File: src/rtl/mcycle_arbiter_pkg.sv
// Shared definitions for the multi-cycle unit arbiter: FSM encoding and
// ALUControl op-codes for the multiply unit.
package mcycle_arbiter_pkg;

  typedef enum logic [1:0] {
    IDLE  = 2'd0,
    ISSUE = 2'd1,
    WAIT  = 2'd2,
    DONE  = 2'd3
  } state_e;

  localparam logic [2:0] OP_MUL  = 3'b100;
  localparam logic [2:0] OP_MULU = 3'b101;

endpackage

File: src/rtl/mcycle_arbiter_rr_arb2.sv
// Two-way round-robin pick with a last-served pointer; after reset the
// pointer says "1 served last" so requester 0 wins the first contention.
module rr_arb2 (
  input  logic       clk_i,
  input  logic       rst_ni,
  input  logic [1:0] req_i,
  input  logic       update_i,
  input  logic       served_i,
  output logic [1:0] gnt_o,
  output logic       winner_o
);

  logic last_q, last_d;

  always_comb begin
    winner_o = 1'b0;
    gnt_o    = 2'b00;
    last_d   = last_q;
    if (req_i[0] && req_i[1]) winner_o = ~last_q;
    else if (req_i[1])        winner_o = 1'b1;
    if (req_i != 2'b00) gnt_o = winner_o ? 2'b10 : 2'b01;
    if (update_i)       last_d = served_i;
  end

  always_ff @(posedge clk_i or negedge rst_ni) begin
    if (!rst_ni) last_q <= 1'b1;
    else         last_q <= last_d;
  end

endmodule

File: src/rtl/mcycle_arbiter.sv
// Arbitrates two requesters onto one shared multi-cycle unit.
// Optional WAIT watchdog built in when MCYCLE_TIMEOUT_EN is defined.
//
// state | meaning
// IDLE  | accept a request (Gnt pulse), latch op/operands and owner
// ISSUE | UStart pulse to the shared unit
// WAIT  | first cycle ignores UBusy, then wait for UBusy low
// DONE  | Result valid, owner's Done pulse, pointer update
module mcycle_arbiter
  import mcycle_arbiter_pkg::*;
#(
  parameter int WIDTH   = 32,
  parameter int OPW     = 3,
  parameter int TIMEOUT = 64
) (
  input  logic             CLK,
  input  logic             MReset,
  input  logic             Req0,
  input  logic             Req1,
  input  logic [OPW-1:0]   Op0,
  input  logic [OPW-1:0]   Op1,
  input  logic [WIDTH-1:0] A0,
  input  logic [WIDTH-1:0] B0,
  input  logic [WIDTH-1:0] A1,
  input  logic [WIDTH-1:0] B1,
  output logic             Gnt0,
  output logic             Gnt1,
  output logic             Done0,
  output logic             Done1,
  output logic [WIDTH-1:0] Result,
  output logic             UStart,
  output logic [OPW-1:0]   UOp,
  output logic [WIDTH-1:0] UA,
  output logic [WIDTH-1:0] UB,
  input  logic             UBusy,
  input  logic [WIDTH-1:0] UResult,
  output logic             Err
);

  state_e           state_q, state_d;
  logic             owner_q, owner_d;
  logic             first_q, first_d;
  logic [OPW-1:0]   op_q, op_d;
  logic [WIDTH-1:0] a_q, a_d, b_q, b_d;
  logic [WIDTH-1:0] result_q, result_d;
  logic [1:0]       arb_req, arb_gnt;
  logic             arb_win, in_done;

`ifdef MCYCLE_TIMEOUT_EN
  localparam int CNT_W = $clog2(TIMEOUT + 1);
  logic [CNT_W-1:0] cnt_q, cnt_d;
  logic             err_q, err_d;
  assign Err = err_q;
`else
  logic unused_timeout;
  assign unused_timeout = (TIMEOUT == 0);
  assign Err = 1'b0;
`endif

  // Grants are combinational in IDLE; gating with MReset keeps them low in reset.
  assign arb_req = (state_q == IDLE && MReset) ? {Req1, Req0} : 2'b00;
  assign in_done = (state_q == DONE);

  rr_arb2 u_rr_arb2 (
    .clk_i    (CLK),
    .rst_ni   (MReset),
    .req_i    (arb_req),
    .update_i (in_done),
    .served_i (owner_q),
    .gnt_o    (arb_gnt),
    .winner_o (arb_win)
  );

  assign Gnt0   = arb_gnt[0];
  assign Gnt1   = arb_gnt[1];
  assign UStart = (state_q == ISSUE);
  assign UOp    = op_q;
  assign UA     = a_q;
  assign UB     = b_q;
  assign Done0  = in_done && !owner_q;
  assign Done1  = in_done && owner_q;
  assign Result = result_q;

  always_comb begin
    state_d  = state_q;
    owner_d  = owner_q;
    first_d  = first_q;
    op_d     = op_q;
    a_d      = a_q;
    b_d      = b_q;
    result_d = result_q;
`ifdef MCYCLE_TIMEOUT_EN
    cnt_d    = cnt_q;
    err_d    = 1'b0;
`endif
    unique case (state_q)
      IDLE: begin
        if (arb_gnt != 2'b00) begin
          owner_d = arb_win;
          op_d    = arb_win ? Op1 : Op0;
          a_d     = arb_win ? A1  : A0;
          b_d     = arb_win ? B1  : B0;
          state_d = ISSUE;
        end
      end
      ISSUE: begin
        first_d = 1'b1;
        state_d = WAIT;
`ifdef MCYCLE_TIMEOUT_EN
        cnt_d   = CNT_W'(TIMEOUT - 1);
`endif
      end
      WAIT: begin
        first_d = 1'b0;
        if (!first_q && !UBusy) begin
          result_d = UResult;
          state_d  = DONE;
        end
`ifdef MCYCLE_TIMEOUT_EN
        else if (cnt_q == '0) begin
          result_d = '0;
          err_d    = 1'b1;
          state_d  = DONE;
        end else begin
          cnt_d = cnt_q - 1'b1;
        end
`endif
      end
      DONE:    state_d = IDLE;
      default: state_d = IDLE;
    endcase
  end

  always_ff @(posedge CLK or negedge MReset) begin
    if (!MReset) begin
      state_q  <= IDLE;
      owner_q  <= 1'b0;
      first_q  <= 1'b0;
      op_q     <= '0;
      a_q      <= '0;
      b_q      <= '0;
      result_q <= '0;
    end else begin
      state_q  <= state_d;
      owner_q  <= owner_d;
      first_q  <= first_d;
      op_q     <= op_d;
      a_q      <= a_d;
      b_q      <= b_d;
      result_q <= result_d;
    end
  end

`ifdef MCYCLE_TIMEOUT_EN
  always_ff @(posedge CLK or negedge MReset) begin
    if (!MReset) begin
      cnt_q <= '0;
      err_q <= 1'b0;
    end else begin
      cnt_q <= cnt_d;
      err_q <= err_d;
    end
  end
`endif

endmodule

File: config.mk
export PLATFORM = sky130hd
export DESIGN_NAME = mcycle_arbiter
export DESIGN_NICKNAME = d
export VERILOG_FILES = /design/src/rtl/mcycle_arbiter_pkg.sv /design/src/rtl/mcycle_arbiter_rr_arb2.sv /design/src/rtl/mcycle_arbiter.sv
export SDC_FILE = /design/constraint.sdc
export NUM_CORES = 1
export LEC_CHECK = 0
export ABC_CLOCK_PERIOD_IN_PS = 2200
export CORE_ASPECT_RATIO = 1.5
export CORE_MARGIN = 3
export CORE_UTILIZATION = 37
export DETAILED_ROUTE_END_ITERATION = 8
export HOLD_SLACK_MARGIN = 0.15
export PLACE_DENSITY = 0.81
export SKIP_LAST_GASP = 1
export SYNTH_ARGS = -nofsm -noshare
export SYNTH_HDL_FRONTEND = slang
export SYNTH_SLANG_ARGS = --single-unit
File: constraint.sdc
create_clock -name CLK -period 2.2 [get_ports CLK]
set_clock_uncertainty 0.05 [all_clocks]
set_input_delay 0.66 -clock CLK [delete_from_list [all_inputs] [get_ports CLK]]
set_output_delay 0.66 -clock CLK [all_outputs]
set_load 0.02 [all_outputs]
==> results of run 1 <==
## power groups by stage
stage | clock, mW | combinational, mW | sequential [mW]
finish | 1.53 | 5.39 | 3.29
global route | 1.66 | 5.71 | 3.41
CTS | 1.57 | 5.41 | 3.29
detailed placement | 0 | 5.41 | 3.31
global placement | 0 | 5.26 | 3.29
floorplan | 0 | 1.66 | 4.33
## Yosys cell counts
library cell,count,area [um2]
buf_6,4,45.0
and2_1,68,425
nand2_1,1,3.75
mux2_2,34,383
a2bb2oi_1,1,8.76
nor3b_2,1,12.5
and2_4,1,8.76
inv_1,3,11.3
ha_1,4,50.1
conb_1,1,3.75
mux2i_1,1,10.0
buf_2,10,50.1
o21a_1,1,7.51
o211ai_2,1,12.5
nand2b_1,1,6.26
a221o_1,67,671
dfstp_2,1,26.3
clkbuf_1,12,45.0
buf_4,1,7.51
o22a_1,1,8.76
a21oi_1,1,5.00
and4_1,1,8.76
nor2b_1,1,6.26
and3_1,1,6.26
dfrtp_1,103,2580
## registers in the layout (all words and copies together), names as in the netlist
signal	flops
state_q	2
Result	32
UA	32
u_rr_arb2.last_q	1
first_q	1
owner_q	1
UB	32
UOp	3
## kinds of logic (layout without fill, tap and decap cells)
logic type / Yosys count / in the layout / synth area share
and+or+nand+nor: 75 / 75 / 0.109
AOI/OAI and AO/OA: 72 / 72 / 0.162
adders and majority gates: 4 / 4 / 0.0114
buffers and inverters: 30 / 308 / 0.0361
DFF: 104 / 104 / 0.592
other: 1 / 1 / 0.000852
muxes: 35 / 35 / 0.0893
## metal layers
metal,global-route usage,vias to the layer above,part of all wire
met1,0.237,1854,0.34
met2,0.384,209,0.53
met5,0,-,0.00090
li1,-,1743,-
met3,0.0622,34,0.093
met4,0.0951,2,0.035
## how the worst min path moves through the flow
stage | slack [ps] | cells after the start | startpoint | endpoint
after floorplan | 310 | 0 | MReset | Result[0]
after global placement | 440 | 1 | Result[31] | Result[31]
after detailed placement | 440 | 1 | Result[14] | Result[14]
after CTS | 450 | 2 | MReset | UB[29]
after global routing | 370 | 2 | MReset | UB[29]
final | 340 | 2 | MReset | owner_q
## through the flow
stage / hold WS (ps) / instances / power, mW / util
2_1_floorplan: 314 / 321 / 5.98 / -
3_3_place_gp: 437 / 733 / 8.54 / 0.634
3_5_place_dp: 445 / 733 / 8.72 / 0.634
4_1_cts: 445 / 749 / 10.3 / 0.657
5_1_grt: 370 / 749 / 10.8 / 0.658
6_report: 339 / 749 / 10.2 / 0.658
## layout make-up
cell class	count	area, um2
Timing Repair Buffer	289	2870
Inverter	3	11.3
Clock buffer	9	225
Fill cell	864	3960
Tap cell	150	188
Clock inverter	7	62.6
Multi-Input combinational cell	187	1670
Sequential cell	104	2600
==> results.md, run 1 <==
* Final setup TNS at 0 ps
* R2R setup slack at 210 ps
* RSZ-0062 raised after global routing: yes
* Final hold violation count at 0
* Placed Area at 7350 um2
* Num CTS Buffers at 9
* Initial antenna violation count at 1
* DRC viols at 0
* Core area at 11600 um2
* Initial Util at 0.380
* Row cnt at 48
* FF-to-FF path depth at 6
* Die X at 95.0 um
* First drt pass iteration count at 4
* Int Power at 6.56 mW
* Most common cell after layout, fill and taps aside: clkdlybuf4s50_1
* Outcome: finished clean
* Gpl congestion at 0.773
* HP Class: in -> async
* CP top delay family: flip-flops
* Max Cap Viol at 0
* Clock share of power at 0.150
* Yosys reg bits at 104
* CP peak stage delay at 390 ps
* Sw Pwr at 3.66 mW
* First-pass GRT wire length at 22.0 mm
* HPWL after DPL at 10.8 mm
* Worst Path Arrival at 1440 ps
* CP max stage cell: dfrtp_1
* Minimum clock period at 2150 ps
* Syn avg cell area at 13.7 um2
* Critical path launch point: state_q[0]
* Setup WS post-layout at 52.4 ps
* Boundary Pins at 276
* Seq/Total Area, Yosys at 0.592
* Root Driver: clkbuf_16
* Max clock buf depth at 2
* Synth Warn # at 0
* GR Overflow Total at 0
* CTS-repair resized insts at 20
* Clock-pin slew on the worst setup and hold paths at 70 ps
* Required time worst endpoint at 1490 ps
* Synthesized instance count at 321
* Worst Setup EP: Gnt0
* Sinks on Clock Net at 104
* Critical path class: reg -> out
* Crit path depth at 5
* Reg-to-reg endpoint: UB[9]
* Worst Path Buf+Inv at 2
* Number of hold buffers added after cts at 0
* Drt wl/cell at 19.2 um
* Final WL at 14.4 mm
* Most frequent cells in the layout: 266 x clkdlybuf4s50_1, 103 x dfrtp_1, 68 x and2_1
* Worst IR Drop VDD at 0.000621 V
* Worst Path Max Fanout at 3
* Worst rel slew slack at 0.484
* Vias in the first global route at 4232
* Total track usage at 0.217
* Largest net degree at the start of global routing at 69
* Period utilization at 0.976
* Antenna violation net count after detailed routing at 0
* Port bufs at 274
* Synth unique cells at 25
* Syn_nets at 496
* Crit-path cells: inv_2, ha_4, and3_1, and2_4, buf_2
* Total number of H-tree levels at 3
* Fmax at 466 MHz
* Synth Cell Area at 4400 um2
* Dpl ws at -600 ps
* Routed vias at 3842
* Worst reg2reg path startpoint: state_q[0]
* Power Density at 1340 nW/um2
* Die Height at 140 um
* Initial DRC count at 164
* CP endpoint kind: primary output
* Final Slew Violations at 0
* Post-layout nets at 769
* Combinational power share at 0.527
* Cell leakage power at 3.23 nW
* Ant diodes at 0
* Post-CTS Setup Bufs at 0
* Worst Max-Slew Pin Slew at 774 ps
* Via/cell ratio at 5.13
* Startpoint types: flop
* Seq pwr share at 0.323
* Switching Fraction at 0.358
* Clock Latency Late Sink at 330 ps
* Share of cells above drive strength 1 at 0.130
* Finish-stage setup viols at 0
* Die area at 13300 um2
* Layout area overhead at 73.4%
* CTS tree: yes
* Post-Layout Inst Area at 7630 um2
Power figures use the tool's default switching activity.
==> run 2, diff against run 1 <==
Settings changed: CORE_AREA set to 2 2 108 110, CORE_ASPECT_RATIO 1.5 to unset, CORE_MARGIN 3 to unset, CORE_UTILIZATION 37 to unset, DIE_AREA set to 0 0 110 112, DONT_BUFFER_PORTS set to 1, PLACE_DENSITY 0.81 to unset.
==> results.md, run 2 (same netlist as run 1, synthesis figures left out) <==
* HP Class: in -> async (unchanged)
* Layout area overhead at 11.4% (was 73.4%)
* Post-Layout Inst Area at 4900 um2 (was 7630 um2)
* Startpoint types: flop (unchanged)
* Max clock buf depth at 2 (unchanged)
* Boundary Pins at 276 (unchanged)
* Row cnt at 39 (was 48)
* Initial antenna violation count at 0 (was 1)
* First drt pass iteration count at 6 (was 4)
* PnR Total Power at 8.31 mW (was 10.2 mW)
* Core area at 11200 um2 (was 11600 um2)
* Via/cell ratio at 5.85 (was 5.13)
* Final WL at 11.0 mm (was 14.4 mm)
* CP top delay family: flip-flops (unchanged)
* Total number of H-tree levels at 3 (unchanged)
* Reg-to-reg endpoint: Result[22] (was UB[9])
* Dpl ws at 185 ps (was -600 ps)
* Setup WS post-layout at 60.0 ps (was 52.4 ps)
* Met3 Use GR at 0.0533 (was 0.0622)
* Largest net degree at the start of global routing at 108 (was 69)
* Worst IR Drop VDD at 0.000779 V (was 0.000621 V)
* Total track usage at 0.173 (was 0.217)
* Initial DRC count at 173 (was 164)
* Cells after DPL at 447 (was 733)
* Final setup TNS at 0 ps (unchanged)
* Antenna violation net count after detailed routing at 0 (unchanged)
* Worst Path Max Fanout at 8 (was 3)
* GR Overflow Total at 0 (unchanged)
* Filler cell count at 1004 (was 864)
* HPWL after DPL at 7.85 mm (was 10.8 mm)
* M2 GR Usage at 0.282 (was 0.384)
* Worst reg2reg path startpoint: state_q[0] (unchanged)
* Power Density at 1690 nW/um2 (was 1340 nW/um2)
* CP endpoint kind: primary output (unchanged)
* CP peak stage delay at 430 ps (was 390 ps)
* Critical path launch point: state_q[0] (unchanged)
* Ant diodes at 0 (unchanged)
* FF-to-FF path depth at 5 (was 6)
* Clock-pin slew on the worst setup and hold paths at 70 ps (about the same)
* Minimum clock period at 2140 ps (was 2150 ps)
* Post-layout nets at 493 (was 769)
* Vias in the first global route at 2928 (was 4232)
* Routed vias at 2726 (was 3842)
* Cell leakage power at 2.15 nW (was 3.23 nW)
* Layout Cells excl Fill at 466 (was 749)
* Initial Util at 0.394 (was 0.380)
* Required time worst endpoint at 1490 ps (about the same)
* Worst Path Arrival at 1430 ps (was 1440 ps)
* Die area at 12300 um2 (was 13300 um2)
* Final hold violation count at 103 (was 0)
* CTS tree: yes (unchanged)
* Max Cap Viol at 0 (unchanged)
* Worst Path Buf+Inv at 1 (was 2)
* Outcome: complete, but fails checks (was finished clean)
* Final Slew Violations at 0 (unchanged)
* Crit-path cells: inv_2, ha_4, and3_4, and2_4 (was inv_2, ha_4, and3_1, and2_4, buf_2)
* RSZ-0062 raised after global routing: yes (unchanged)
* DRC viols at 0 (unchanged)
* GRT met1 Usage at 0.204 (was 0.237)
* Failing checks: hold timing
* Most frequent cells in the layout: 103 x dfrtp_1, 68 x and2_1, 67 x a221o_1 (was 266 x clkdlybuf4s50_1, 103 x dfrtp_1, 68 x and2_1)
* Placed Area at 4540 um2 (was 7350 um2)
* Die Height at 112 um (was 140 um)
* WHS at -48.2 ps (was 339 ps)
* Finish-stage setup viols at 0 (unchanged)
* First-pass GRT wire length at 16.0 mm (was 22.0 mm)
* Critical path class: reg -> out (unchanged)
* Sinks on Clock Net at 104 (unchanged)
* Die X at 110 um (was 95.0 um)
* Drt wl/cell at 23.5 um (was 19.2 um)
* Fmax at 467 MHz (was 466 MHz)
* GRT busiest layer: met2 (unchanged)
* Port bufs at 0 (was 274)
* Share of cells above drive strength 1 at 0.223 (was 0.130)
* Gpl congestion at 0.800 (was 0.773)
* Most common cell after layout, fill and taps aside: dfrtp_1 (was clkdlybuf4s50_1)
* Crit path depth at 4 (was 5)
* Root Driver: clkbuf_16 (unchanged)
* Period utilization at 0.973 (was 0.976)
* CP max stage cell: dfrtp_1 (unchanged)
* R2R setup slack at 310 ps (was 210 ps)
* Num CTS Buffers at 9 (unchanged)
* Clock Latency Late Sink at 340 ps (was 330 ps)
run 2: cell count changes in the layout (fill, tap and decap cells not counted), sizes merged:
cell           delta
clkdlybuf4s50   -266
buf               -7
dlygate4sd2       -3
bufinv            +2
inv               -2
clkinv            -1
clkinvlp          +1
run 2: per-layer routing:
layer  vias to the layer above  share of wire
met2                       151           0.50
met4                         0          0.025
li1                       1204              -
met1                      1351           0.38
met3                        20          0.095
met5                         -              0
run 2: how the worst max path moves through the flow:
| stage | end | slack (ps) |
|---|---|---|
| after floorplan | Gnt1 | 100 |
| after global placement | UB[16] | 300 |
| after detailed placement | UA[21] | 190 |
| after CTS | Gnt0 | 2 |
| after global routing | Gnt0 | -10 |
| final | Gnt0 | 60 |
run 2: worst register-to-register path: stages, from the launching register on:
cell     delay (ps)
dfrtp_1         430
inv_2           100
ha_1            230
nor3b_4         230
buf_4           330
mux2_2          400
run 2: per-stage QoR:
step | utilization | hold slack [ps]
floorplan | - | 314
global placement | 0.406 | 316
detailed placement | 0.406 | 316
CTS | 0.437 | -61.9
global route | 0.439 | -70.9
finish | 0.439 | -48.2
run 2: where the power goes:
group	total, mW	switching, mW	internal [mW]
sequential	4.54	1.72	2.82
clock	1.74	0.729	1.01
combinational	2.03	0.810	1.22
total	8.31	3.26	5.05
run 2: area by class of cell:
cell class / instances / area (um2) / area share
flip-flops and latches: 104 / 2600 / 0.531
multi-input cells: 187 / 1670 / 0.341
clock buffers: 9 / 225 / 0.0459
well taps: 143 / 179 / 0.0365
repair buffers: 13 / 110 / 0.0225
clock inverters: 7 / 103 / 0.0209
inverters: 3 / 11.3 / 0.00230
run 2: what timing repair did:
action,4_1_cts,5_1_grt
pin swaps,1,1
buffers inserted,1,2
gates resized for setup,4,1
endpoints found under the hold margin,104,104
endpoints found under the setup margin,2,2
==> run 3, diff against run 2 <==
Settings changed: CORE_AREA 2 2 108 110 to 2 2 106 108, DIE_AREA 0 0 110 112 to 0 0 108 110.
==> results.md, run 3 (same netlist as run 1, synthesis figures left out) <==
* Boundary Pins at 276 (unchanged)
* Layout area overhead at 7.71% (was 11.4%)
* Vias in the first global route at 2754 (was 2928)
* Worst reg2reg path startpoint: state_q[0] (unchanged)
* RSZ-0062 raised after global routing: yes (unchanged)
* Final WL at 10.5 mm (was 11.0 mm)
* Num CTS Buffers at 9 (unchanged)
* Final setup TNS at 0 ps (unchanged)
* Initial Util at 0.411 (was 0.394)
* Post-layout nets at 487 (was 493)
* Die area at 11900 um2 (was 12300 um2)
* Fmax at 459 MHz (was 467 MHz)
* Worst Path Arrival at 1470 ps (was 1430 ps)
* Startpoint types: flop (unchanged)
* Required time worst endpoint at 1490 ps (about the same)
* CP endpoint kind: primary output (unchanged)
* Share of cells above drive strength 1 at 0.211 (was 0.223)
* Period utilization at 0.991 (was 0.973)
* Worst Setup EP: Gnt0 (unchanged)
* HP Class: in -> async (unchanged)
* Reg-to-reg endpoint: Result[11] (was Result[22])
* Core area at 10700 um2 (was 11200 um2)
* Antenna violation net count after detailed routing at 0 (unchanged)
* Setup WS post-layout at 19.1 ps (was 60.0 ps)
* Failing checks: hold timing (unchanged)
* Most common cell after layout, fill and taps aside: dfrtp_1 (unchanged)
* Die Height at 110 um (was 112 um)
* Finish-stage setup viols at 0 (unchanged)
* Total track usage at 0.165 (was 0.173)
* Critical path class: reg -> out (unchanged)
* First-pass GRT wire length at 14.8 mm (was 16.0 mm)
* Worst Path Max Fanout at 5 (was 8)
* HPWL after DPL at 7.33 mm (was 7.85 mm)
* Row cnt at 38 (was 39)
* Final hold violation count at 103 (unchanged)
* Drt wl/cell at 22.9 um (was 23.5 um)
* GR Overflow Total at 0 (unchanged)
* Final Slew Violations at 0 (unchanged)
* Total number of H-tree levels at 3 (unchanged)
* Port bufs at 0 (unchanged)
* Clock-pin slew on the worst setup and hold paths at 110 ps (was 70 ps)
* Filler cell count at 960 (was 1004)
* Sinks on Clock Net at 104 (unchanged)
* First drt pass iteration count at 4 (was 6)
* FF-to-FF path depth at 6 (was 5)
* Dpl ws at 284 ps (was 185 ps)
* Routed vias at 2711 (was 2726)
* Power Density at 1610 nW/um2 (was 1690 nW/um2)
* Gpl congestion at 0.790 (was 0.800)
* Worst IR Drop VDD at 0.000730 V (was 0.000779 V)
* Clock Latency Late Sink at 360 ps (was 340 ps)
* Initial antenna violation count at 0 (unchanged)
* Max clock buf depth at 2 (unchanged)
* WHS at -81.3 ps (was -48.2 ps)
* R2R setup slack at 350 ps (was 310 ps)
* Via/cell ratio at 5.93 (was 5.85)
* CTS tree: yes (unchanged)
* Most frequent cells in the layout: 103 x dfrtp_1, 68 x and2_1, 67 x a221o_1 (unchanged)
* Ant diodes at 0 (unchanged)
* Critical path launch point: state_q[0] (unchanged)
* Die X at 108 um (was 110 um)
* Root Driver: clkbuf_8 (was clkbuf_16)
* Cell leakage power at 2.07 nW (was 2.15 nW)
* Largest net degree at the start of global routing at 108 (unchanged)
* DRC viols at 0 (unchanged)
* Minimum clock period at 2180 ps (was 2140 ps)
* Initial DRC count at 178 (was 173)
* Max Cap Viol at 0 (unchanged)
* Outcome: complete, but fails checks (unchanged)
* Final core utilization at 0.443 (was 0.439)
-- run 3: area by class of cell --
class	instances	area, um2	area share
clock buffers	9	124	0.0261
clock inverters	7	61.3	0.0129
inverters	3	11.3	0.00238
multi-input cells	187	1670	0.353
flip-flops and latches	104	2600	0.549
well taps	140	175	0.0370
repair buffers	7	90.1	0.0190
-- run 3: what timing repair did --
action | 4_1_cts | 5_1_grt
hold endpoints to repair | 104 | 104
gates cloned | 0 | 0
gates resized for setup | 4 | 2
pin swaps | 1 | 0
buffers inserted | 1 | 0
setup endpoints to repair | 2 | 3
-- run 3: per-layer routing --
metal  vias to the layer above  GRT usage  part of all wire
li1                       1180          -                 -
met1                      1328      0.182              0.36
met2                       187      0.277              0.50
met3                        16     0.0676              0.11
met4                         0     0.0769             0.022
met5                         -          0                 0
-- run 3: worst min-delay path by stage --
| stage | startpoint | endpoint | cells after the start |
|---|---|---|---|
| 2_1_floorplan | MReset | Result[0] | 0 |
| 3_3_place_gp | MReset | Result[13] | 0 |
| 3_5_place_dp | MReset | Result[13] | 0 |
| 4_1_cts | MReset | Result[22] | 0 |
| 5_1_grt | MReset | Result[18] | 0 |
| 6_report | MReset | Result[4] | 0 |
-- run 3: worst max-delay path: stages (launching register included) --
cell     delay [ps]
dfrtp_1         440
inv_2           100
ha_4            170
and3_4          180
and2_4          210
-- run 3: per-stage QoR --
stage          power, mW  area (um2)  cells
3_3_place_gp        6.43        4530    440
3_5_place_dp        6.51        4530    440
2_1_floorplan       5.98        4400    321
5_1_grt             8.10        4740    457
6_report            7.65        4740    457
4_1_cts             7.73        4730    457
-- run 3: report_power, final --
group	switching [mW]	internal, mW
combinational	0.784	1.20
clock	0.708	0.438
sequential	1.71	2.81
total	3.20	4.45
